## src/rtl/alu_arbiter.sv

```systemverilog
// Round-robin arbiter that shares one external combinational ALU between two requesters.
// Latency: legal op responds one edge after the accept edge; an illegal control code responds on the accept edge itself.
// Backpressure: one op in flight; req_ready is low until the owner consumes its response (resp_valid & resp_ready).
module alu_arbiter #(
    parameter int WIDTH = 32
) (
    input  logic             i_clk,
    input  logic             i_rst,
    // requester 0
    input  logic             i_req_valid_0,
    output logic             o_req_ready_0,
    input  logic [WIDTH-1:0] i_req_op1_0,
    input  logic [WIDTH-1:0] i_req_op2_0,
    input  logic [2:0]       i_req_cont_0,
    output logic             o_resp_valid_0,
    input  logic             i_resp_ready_0,
    output logic [WIDTH-1:0] o_resp_result_0,
    output logic             o_resp_z_0,
    output logic             o_resp_err_0,
    // requester 1
    input  logic             i_req_valid_1,
    output logic             o_req_ready_1,
    input  logic [WIDTH-1:0] i_req_op1_1,
    input  logic [WIDTH-1:0] i_req_op2_1,
    input  logic [2:0]       i_req_cont_1,
    output logic             o_resp_valid_1,
    input  logic             i_resp_ready_1,
    output logic [WIDTH-1:0] o_resp_result_1,
    output logic             o_resp_z_1,
    output logic             o_resp_err_1,
    // shared ALU
    output logic [WIDTH-1:0] o_alu_op1,
    output logic [WIDTH-1:0] o_alu_op2,
    output logic [2:0]       o_alu_cont,
    input  logic [WIDTH-1:0] i_alu_result,
    input  logic             i_alu_z
);

    typedef enum logic [1:0] {
        S_IDLE = 2'd0,
        S_EXEC = 2'd1,
        S_RESP = 2'd2
    } state_t;

    state_t           r_state;
    state_t           w_next_state;

    logic             r_last_grant;
    logic             r_owner;

    logic [WIDTH-1:0] r_alu_op1;
    logic [WIDTH-1:0] r_alu_op2;
    logic [2:0]       r_alu_cont;

    logic             r_resp_valid_0;
    logic [WIDTH-1:0] r_resp_result_0;
    logic             r_resp_z_0;
    logic             r_resp_err_0;
    logic             r_resp_valid_1;
    logic [WIDTH-1:0] r_resp_result_1;
    logic             r_resp_z_1;
    logic             r_resp_err_1;

    // Arbitration and FSM control signals
    logic             w_accept;
    logic             w_grant;
    logic [WIDTH-1:0] w_sel_op1;
    logic [WIDTH-1:0] w_sel_op2;
    logic [2:0]       w_sel_cont;
    logic             w_sel_legal;
    logic             w_owner_resp_rdy;
    logic             w_resp_load;
    logic             w_resp_sel;
    logic [WIDTH-1:0] w_resp_result;
    logic             w_resp_z;
    logic             w_resp_err;
    logic             w_resp_clr;

    // Operand mux follows the grant; codes 100 and 101 are the only unsupported ones.
    assign w_sel_op1        = w_grant ? i_req_op1_1  : i_req_op1_0;
    assign w_sel_op2        = w_grant ? i_req_op2_1  : i_req_op2_0;
    assign w_sel_cont       = w_grant ? i_req_cont_1 : i_req_cont_0;
    assign w_sel_legal      = (w_sel_cont != 3'b100) && (w_sel_cont != 3'b101);
    assign w_owner_resp_rdy = r_owner ? i_resp_ready_1 : i_resp_ready_0;

    // FSM state register
    always_ff @(posedge i_clk) begin
        if (i_rst) begin
            r_state <= S_IDLE;
        end else begin
            r_state <= w_next_state;
        end
    end

    // Next-state, grant and response-load decode
    always_comb begin
        w_next_state  = r_state;
        w_accept      = 1'b0;
        w_grant       = 1'b0;
        w_resp_load   = 1'b0;
        w_resp_sel    = r_owner;
        w_resp_result = '0;
        w_resp_z      = 1'b0;
        w_resp_err    = 1'b0;
        w_resp_clr    = 1'b0;
        case (r_state)
            S_IDLE: begin
                if (i_req_valid_0 || i_req_valid_1) begin
                    w_accept = 1'b1;
                    // On a tie the requester that did not win last time goes first.
                    if (i_req_valid_0 && i_req_valid_1) begin
                        w_grant = ~r_last_grant;
                    end else begin
                        w_grant = i_req_valid_1;
                    end
                    if (w_sel_legal) begin
                        w_next_state = S_EXEC;
                    end else begin
                        // Illegal codes bypass the ALU with a fixed error response.
                        w_resp_load   = 1'b1;
                        w_resp_sel    = w_grant;
                        w_resp_result = '0;
                        w_resp_z      = 1'b1;
                        w_resp_err    = 1'b1;
                        w_next_state  = S_RESP;
                    end
                end
            end
            S_EXEC: begin
                w_resp_load   = 1'b1;
                w_resp_sel    = r_owner;
                w_resp_result = i_alu_result;
                w_resp_z      = i_alu_z;
                w_resp_err    = 1'b0;
                w_next_state  = S_RESP;
            end
            S_RESP: begin
                // The non-owner's resp_ready is deliberately ignored.
                if (w_owner_resp_rdy) begin
                    w_resp_clr   = 1'b1;
                    w_next_state = S_IDLE;
                end
            end
            default: begin
                w_next_state = S_IDLE;
            end
        endcase
    end

    assign o_req_ready_0 = w_accept && !w_grant;
    assign o_req_ready_1 = w_accept &&  w_grant;

    // Grant bookkeeping and ALU operand registers; ALU inputs only change on a legal accept.
    always_ff @(posedge i_clk) begin
        if (i_rst) begin
            r_last_grant <= 1'b1;
            r_owner      <= 1'b0;
            r_alu_op1    <= '0;
            r_alu_op2    <= '0;
            r_alu_cont   <= '0;
        end else if (w_accept) begin
            r_last_grant <= w_grant;
            r_owner      <= w_grant;
            if (w_sel_legal) begin
                r_alu_op1  <= w_sel_op1;
                r_alu_op2  <= w_sel_op2;
                r_alu_cont <= w_sel_cont;
            end
        end
    end

    // Per-requester response registers; only the owner's copy is touched.
    always_ff @(posedge i_clk) begin
        if (i_rst) begin
            r_resp_valid_0  <= 1'b0;
            r_resp_result_0 <= '0;
            r_resp_z_0      <= 1'b0;
            r_resp_err_0    <= 1'b0;
            r_resp_valid_1  <= 1'b0;
            r_resp_result_1 <= '0;
            r_resp_z_1      <= 1'b0;
            r_resp_err_1    <= 1'b0;
        end else if (w_resp_load) begin
            if (w_resp_sel) begin
                r_resp_valid_1  <= 1'b1;
                r_resp_result_1 <= w_resp_result;
                r_resp_z_1      <= w_resp_z;
                r_resp_err_1    <= w_resp_err;
            end else begin
                r_resp_valid_0  <= 1'b1;
                r_resp_result_0 <= w_resp_result;
                r_resp_z_0      <= w_resp_z;
                r_resp_err_0    <= w_resp_err;
            end
        end else if (w_resp_clr) begin
            if (r_owner) begin
                r_resp_valid_1 <= 1'b0;
            end else begin
                r_resp_valid_0 <= 1'b0;
            end
        end
    end

    assign o_alu_op1       = r_alu_op1;
    assign o_alu_op2       = r_alu_op2;
    assign o_alu_cont      = r_alu_cont;
    assign o_resp_valid_0  = r_resp_valid_0;
    assign o_resp_result_0 = r_resp_result_0;
    assign o_resp_z_0      = r_resp_z_0;
    assign o_resp_err_0    = r_resp_err_0;
    assign o_resp_valid_1  = r_resp_valid_1;
    assign o_resp_result_1 = r_resp_result_1;
    assign o_resp_z_1      = r_resp_z_1;
    assign o_resp_err_1    = r_resp_err_1;

endmodule

```

## config.mk

```make
export PLATFORM = sky130hd
export DESIGN_NAME = alu_arbiter
export DESIGN_NICKNAME = d
export VERILOG_FILES = /design/src/rtl/alu_arbiter.sv
export SDC_FILE = /design/constraint.sdc
export NUM_CORES = 1
export LEC_CHECK = 0
export BUFFER_PORTS_ARGS = -buffer_cell sky130_fd_sc_hd__buf_2
export CORE_MARGIN = 8
export CORE_UTILIZATION = 46
export CTS_CLUSTER_SIZE = 10
export DETAILED_ROUTE_END_ITERATION = 7
export PLACE_DENSITY = 0.88
export SKIP_LAST_GASP = 1
export SYNTH_ARGS = -nofsm -noshare
export SYNTH_HDL_FRONTEND = slang
export SYNTH_SLANG_ARGS = --single-unit
export TNS_END_PERCENT = 10
```

## constraint.sdc

```tcl
create_clock -name i_clk -period 2.8 [get_ports i_clk]
set_input_delay 0.7 -clock i_clk [delete_from_list [all_inputs] [get_ports i_clk]]
set_output_delay 0.7 -clock i_clk [all_outputs]
set_load 0.03 [all_outputs]
```

# Yosys cells after proc, flatten, opt, wreduce, memory -nomap -nowiden
# Index checks and enable logic that the tools add are counted.
[totals]
elab_cells = 72
ff_bits = 141
[op_classes]
mux = 32
eq_ne = 9
n_bitwise = 2
reduce_logical = 15
[ops]
columns = ["op", "n"]
rows = [
  ["two-way mux 32 bit", 3],
  ["two-way mux 1 bit", 22],
  ["AND reduction 2 bit", 4],
  ["two-way mux 2 bit", 3],
  ["inequality test 2 bit, second input constant", 3],
  ["inequality test 3 bit, second input constant", 2],
  ["case mux 2 bit (3 select lines)", 1],
  ["AND reduction 3 bit", 2],
  ["logical AND 1 bit", 4],
  ["inequality test 2 x 1 -> 1 bit, second input constant", 2],
  ["case mux 1 bit (2 select lines)", 2],
  ["nonzero test 2 bit", 2],
  ["two-way mux 3 bit", 1],
  ["equality test 2 x 1 -> 1 bit, second input constant", 1],
  ["equality test 2 bit, second input constant", 1],
  ["logical NOT 2 bit", 1],
  ["inverter 1 bit", 2],
  ["logical NOT 1 bit", 1],
  ["logical OR 1 bit", 1],
]

# Depth between registers and ports, before layout
[logic_depth]
word_depth = 12
depth_mapped = 8
ltp_nobuf = 4

# Least setup slack after synthesis
# Ideal clock, no wire load.
[synth_path]
path_kind = "input port to output port"
from = "in i_req_valid_0"
to = "out o_req_ready_1"
required_ns = 2.100
arrival_time_ns = 1.914
path_slack_ns = 0.186
cell_stages = 5
path_cell_list = "a211oi_1 > nand2_1 > clkbuf_1 > clkbuf_1 > inv_1"
[synth_between]
elab_chain_len = 5
word_cells_on_any_way = 8
cone_classes = "mux (5); reduce/logical (3)"
[synth_rtl]
columns = ["item", "line", "rtl"]
rows = [
  ["from (decl)", "10", "input logic i_req_valid_0,"],
  ["logical AND 1 bit", "111", "if (i_req_valid_0 && i_req_valid_1) begin"],
  ["two-way mux 1 bit", "111", ""],
  ["two-way mux 1 bit", "108", "if (i_req_valid_0 || i_req_valid_1) begin"],
  ["two-way mux 1 bit", "106", "case (r_state)"],
  ["logical AND 1 bit *", "151", "assign o_req_ready_1 = w_accept && w_grant;"],
  ["to (decl)", "22", "output logic o_req_ready_1,"],
]
# Every way passes the cells marked *; elsewhere a longest branch is shown, timed or not.

# Worst setup path after layout
[layout_path]
from = "reg r_state[1]"
to = "reg r_resp_result_0[17] (netlist: o_resp_result_0[17])"
[layout_between]
elab_chain_len = 10
word_cells_on_any_way = 16
cone_classes = "eq/ne (3); mux (9); bitwise (1); reduce/logical (3)"
[layout_rtl]
columns = ["item", "line", "rtl"]
rows = [
  ["from (decl)", "45", "state_t r_state;"],
  ["from (signal assigned)", "91", "r_state <= w_next_state;"],
  ["logical NOT 2 bit", "106", ""],
  ["two-way mux 1 bit", "106", ""],
  ["two-way mux 3 bit", "82", "assign w_sel_cont = w_grant ? i_req_cont_1 : i_req_cont_0;"],
  ["inequality test 3 bit", "83", "assign w_sel_legal = (w_sel_cont != 3'b100) && (w_sel_cont != 3'b101);"],
  ["logical AND 1 bit", "83", ""],
  ["two-way mux 1 bit", "116", "if (w_sel_legal) begin"],
  ["two-way mux 1 bit", "108", ""],
  ["two-way mux 1 bit", "106", ""],
  ["inverter 1 bit (no source line)", "--", ""],
  ["AND reduction 2 bit (no source line)", "--", ""],
  ["to (signal assigned)", "191", "r_resp_result_0 <= w_resp_result;"],
  ["to (decl)", "56", "logic [WIDTH-1:0] r_resp_result_0;"],
]
# Several ways; a longest one is shown, not always the timed one.
# A chain may end at the register's enable or synchronous reset.

==> run metrics <==
Final min period=2339 ps; CP Cell Sequence=or4b_4 -> or2_2 -> o211a_1 -> buf_4 -> o32ai_1; static leakage=3.799 nW; GRT Util Overall=23.39%; pin count of the biggest net entering global routing=68; met1 GRT Util=25.82%; FF-to-FF End=o_resp_result_0[17]$_SDFFE_PP0P_; Slew Limit Headroom=51.75%; yosys warns=0; DR pass1 iterations=5; num ports=312; Port Buffers=311; Slew Limit Fails=0; FMAX=427.6 MHz; number of nets in the layout=1149; clk sink count=141; CTS Hold Bufs=0; unrepaired setup endpoints after global routing=false; num rows=43; Clock Latency Late Sink=410 ps; M2 GR Usage=39.32%; vias in the first global route=6589; Worst Setup SP=r_state[1]$_SDFFE_PP0P_; post-CTS setup buffers=0; Area Growth Syn to Fin=35.77%; slowest cell delay on critical path=580 ps; Hold Violations, Final=0; post-synthesis instance total=707; via/cell ratio=5.714; clock skew=8.751 ps; Worst Path Required=3110 ps; share of cells above drive strength 1=42.47%; MaxCap Viol Count=0; post-synthesis register bit count=141; pre-CTS setup slack=148.5 ps; Worst VDD drop=0.0003923 V; synth unique cells=40; status=completed; initial antenna violation count=5; first-pass GRT wire length=33810 um; Reg2Reg Depth=5; source of the worst register-to-register timing path=r_state[1]$_SDFFE_PP0P_; chip width=133.7 um; Top FF cell, synth=dfxtp_1; internal reg-to-reg setup slack=460 ps; global routing usage on met3=8.133%; Antenna Nets Post-Route=0; Worst EP arrival=2650 ps; Mapped Area=6376 um2; Core Area=13720 um2; post-CTS sizing=0; Post-synth EDFFs=0; Starting DRT DRC Count=452; placed cell count=1137; Reg clk slew, reported paths=60 ps; routed wire length=21980 um; worst setup path class=reg2reg; WP depth=5; initial core utilization=46.48%; H-tree Lvls=4; GRT overflow=0; family with the most delay on the worst path=simple AND/OR/NAND/NOR gates; Synth area leader=dfxtp_1; share of the yosys chip area belonging to registers=44.27%; Least-Margin Pin Slew=723.8 ps; Residual DRC=0; Die ar.=17890 um2; Area contributors post-synth=dfxtp_1 44%, a311oi_2 9.4%, o32ai_1 8.8%; DPL Wire Length=15710 um; setup ws final=461.3 ps; endpoint class of the critical path=flop; Wirelength per Cell=18.74 um; non-filler cells, final=1173; syn nets=880; CTS tree=done; gpl congestion=0.8554; Buf/Inv on CP=1; Crit-path slowest cell=or4b_4; Hold/Removal Path Class=reg2reg; final setup TNS=0 ps; vias after detailed routing=6702; CTS root buf=clkbuf_16; setup violators final=0; PwrDens=770.7 nW/um2; Worst Setup Start Kind=flop; top-area cell type share of the netlist area=44.27%; syn avg cell area=9.019 um2; Num CTS Buffers=17; asr flop ratio synth=0%; Chip Height=133.7 um; clock buffer depth=2; CP Max Fanout=15; busiest metal layer after global routing=met2; fin crit share=83.52%; end of the critical path=o_resp_result_0[17]$_SDFFE_PP0P_
==> layer usage <==
metal  share of wire [%]  vias up  wire length [um]
met4                 2.8        2               624
met3                 9.9       45              2184
met5               0.045        -                10
met2                  50      369             10960
met1                  37     3091              8199
li1                    -     3195                 -
==> power breakdown <==
group          switching [W]  leakage, nW  internal, W  total (W)
Sequential          0.000127         1.16      0.00224    0.00237
Clock               0.000872        0.282      0.00143    0.00230
Combinational        0.00133         2.36     0.000674    0.00200
Total                0.00233         3.80      0.00434    0.00667
==> area by class of cell <==
cell class	instances	area (um2)
fillers	1137	5062
flip-flops and latches	141	2823
clock buffers	19	442.9
clock inverters	13	163.9
well taps	180	225.2
multi-input cells	413	2909
inverters	71	266.5
diodes	4	10.01
repair buffers	332	1817
==> state kept, by name, summed over array words and instances (netlist names) <==
name	cells
o_resp_err_0	1
o_alu_op2	32
o_resp_z_0	1
o_alu_op1	32
o_resp_result_0	32
o_alu_cont	3
o_resp_z_1	1
r_state	2
r_last_grant	1
r_owner	1
o_resp_valid_1	1
o_resp_result_1	32
o_resp_err_1	1
o_resp_valid_0	1
==> tightest hold or removal path, stage by stage, from the launching register on <==
cell and delay, ps:
dfxtp_1 310, inv_1 50, a211oi_1 60
==> cells in the mapped netlist, types with 4 or more instances <==
cell type,count
buf_2,7
inv_1,71
dfxtp_1,141
a311oi_1,25
a21oi_1,4
nor2_1,4
buf_6,12
nand3_1,66
a31oi_1,65
nand2_1,106
o32ai_1,64
a311oi_2,40
o21ai_0,4
clkbuf_1,61
==> worst min path at each step <==
stage / from / end / slack, ps / depth (start not counted)
3_5_place_dp: o_alu_cont[2]$_SDFFE_PP0P_ / o_alu_cont[2]$_SDFFE_PP0P_ / 460 / 2
5_1_grt: o_resp_result_0[0]$_SDFFE_PP0P_ / o_resp_result_0[0]$_SDFFE_PP0P_ / 490 / 2
3_3_place_gp: o_alu_cont[2]$_SDFFE_PP0P_ / o_alu_cont[2]$_SDFFE_PP0P_ / 450 / 2
6_report: o_alu_cont[2]$_SDFFE_PP0P_ / o_alu_cont[2]$_SDFFE_PP0P_ / 470 / 2
2_1_floorplan: r_owner$_SDFFE_PP0P_ / r_owner$_SDFFE_PP0P_ / 460 / 2
4_1_cts: o_alu_cont[2]$_SDFFE_PP0P_ / o_alu_cont[2]$_SDFFE_PP0P_ / 470 / 2
==> through the flow <==
step                      power (W)  hold slack [ps]  util, %  area [um2]
after floorplan            0.003790            459.4        -        6376
after global placement     0.004373            447.0    58.60        8040
after detailed placement   0.004410            455.5    58.60        8040
after CTS                  0.006702            469.2    63.03        8647
after global routing       0.006944            492.8    63.10        8657
final                      0.006672            465.7    63.10        8657
==> cells by family (layout without fill, tap and decap cells) <==
logic type / Yosys count / in the layout / synth area share (%)
compound gates: 223 / 223 / 31.83
buf+inv: 153 / 435 / 10.62
simple gates: 190 / 190 / 13.29
other cells: 0 / 4 / 0
flops: 141 / 141 / 44.27
==> cells in the final DEF, fill, tap and decap left out, drive strengths merged, types with 4 or more instances in the layout <==
master and n:
a311oi 65, a21oi 4, dfxtp 141, buf 332
o32ai 64, clkinvlp 5, o21ai 5, nand3 66
inv 73, diode 4, a31oi 65, nor2 4
clkbuf 19, nand2 106
Power figures use the tool's default switching activity.
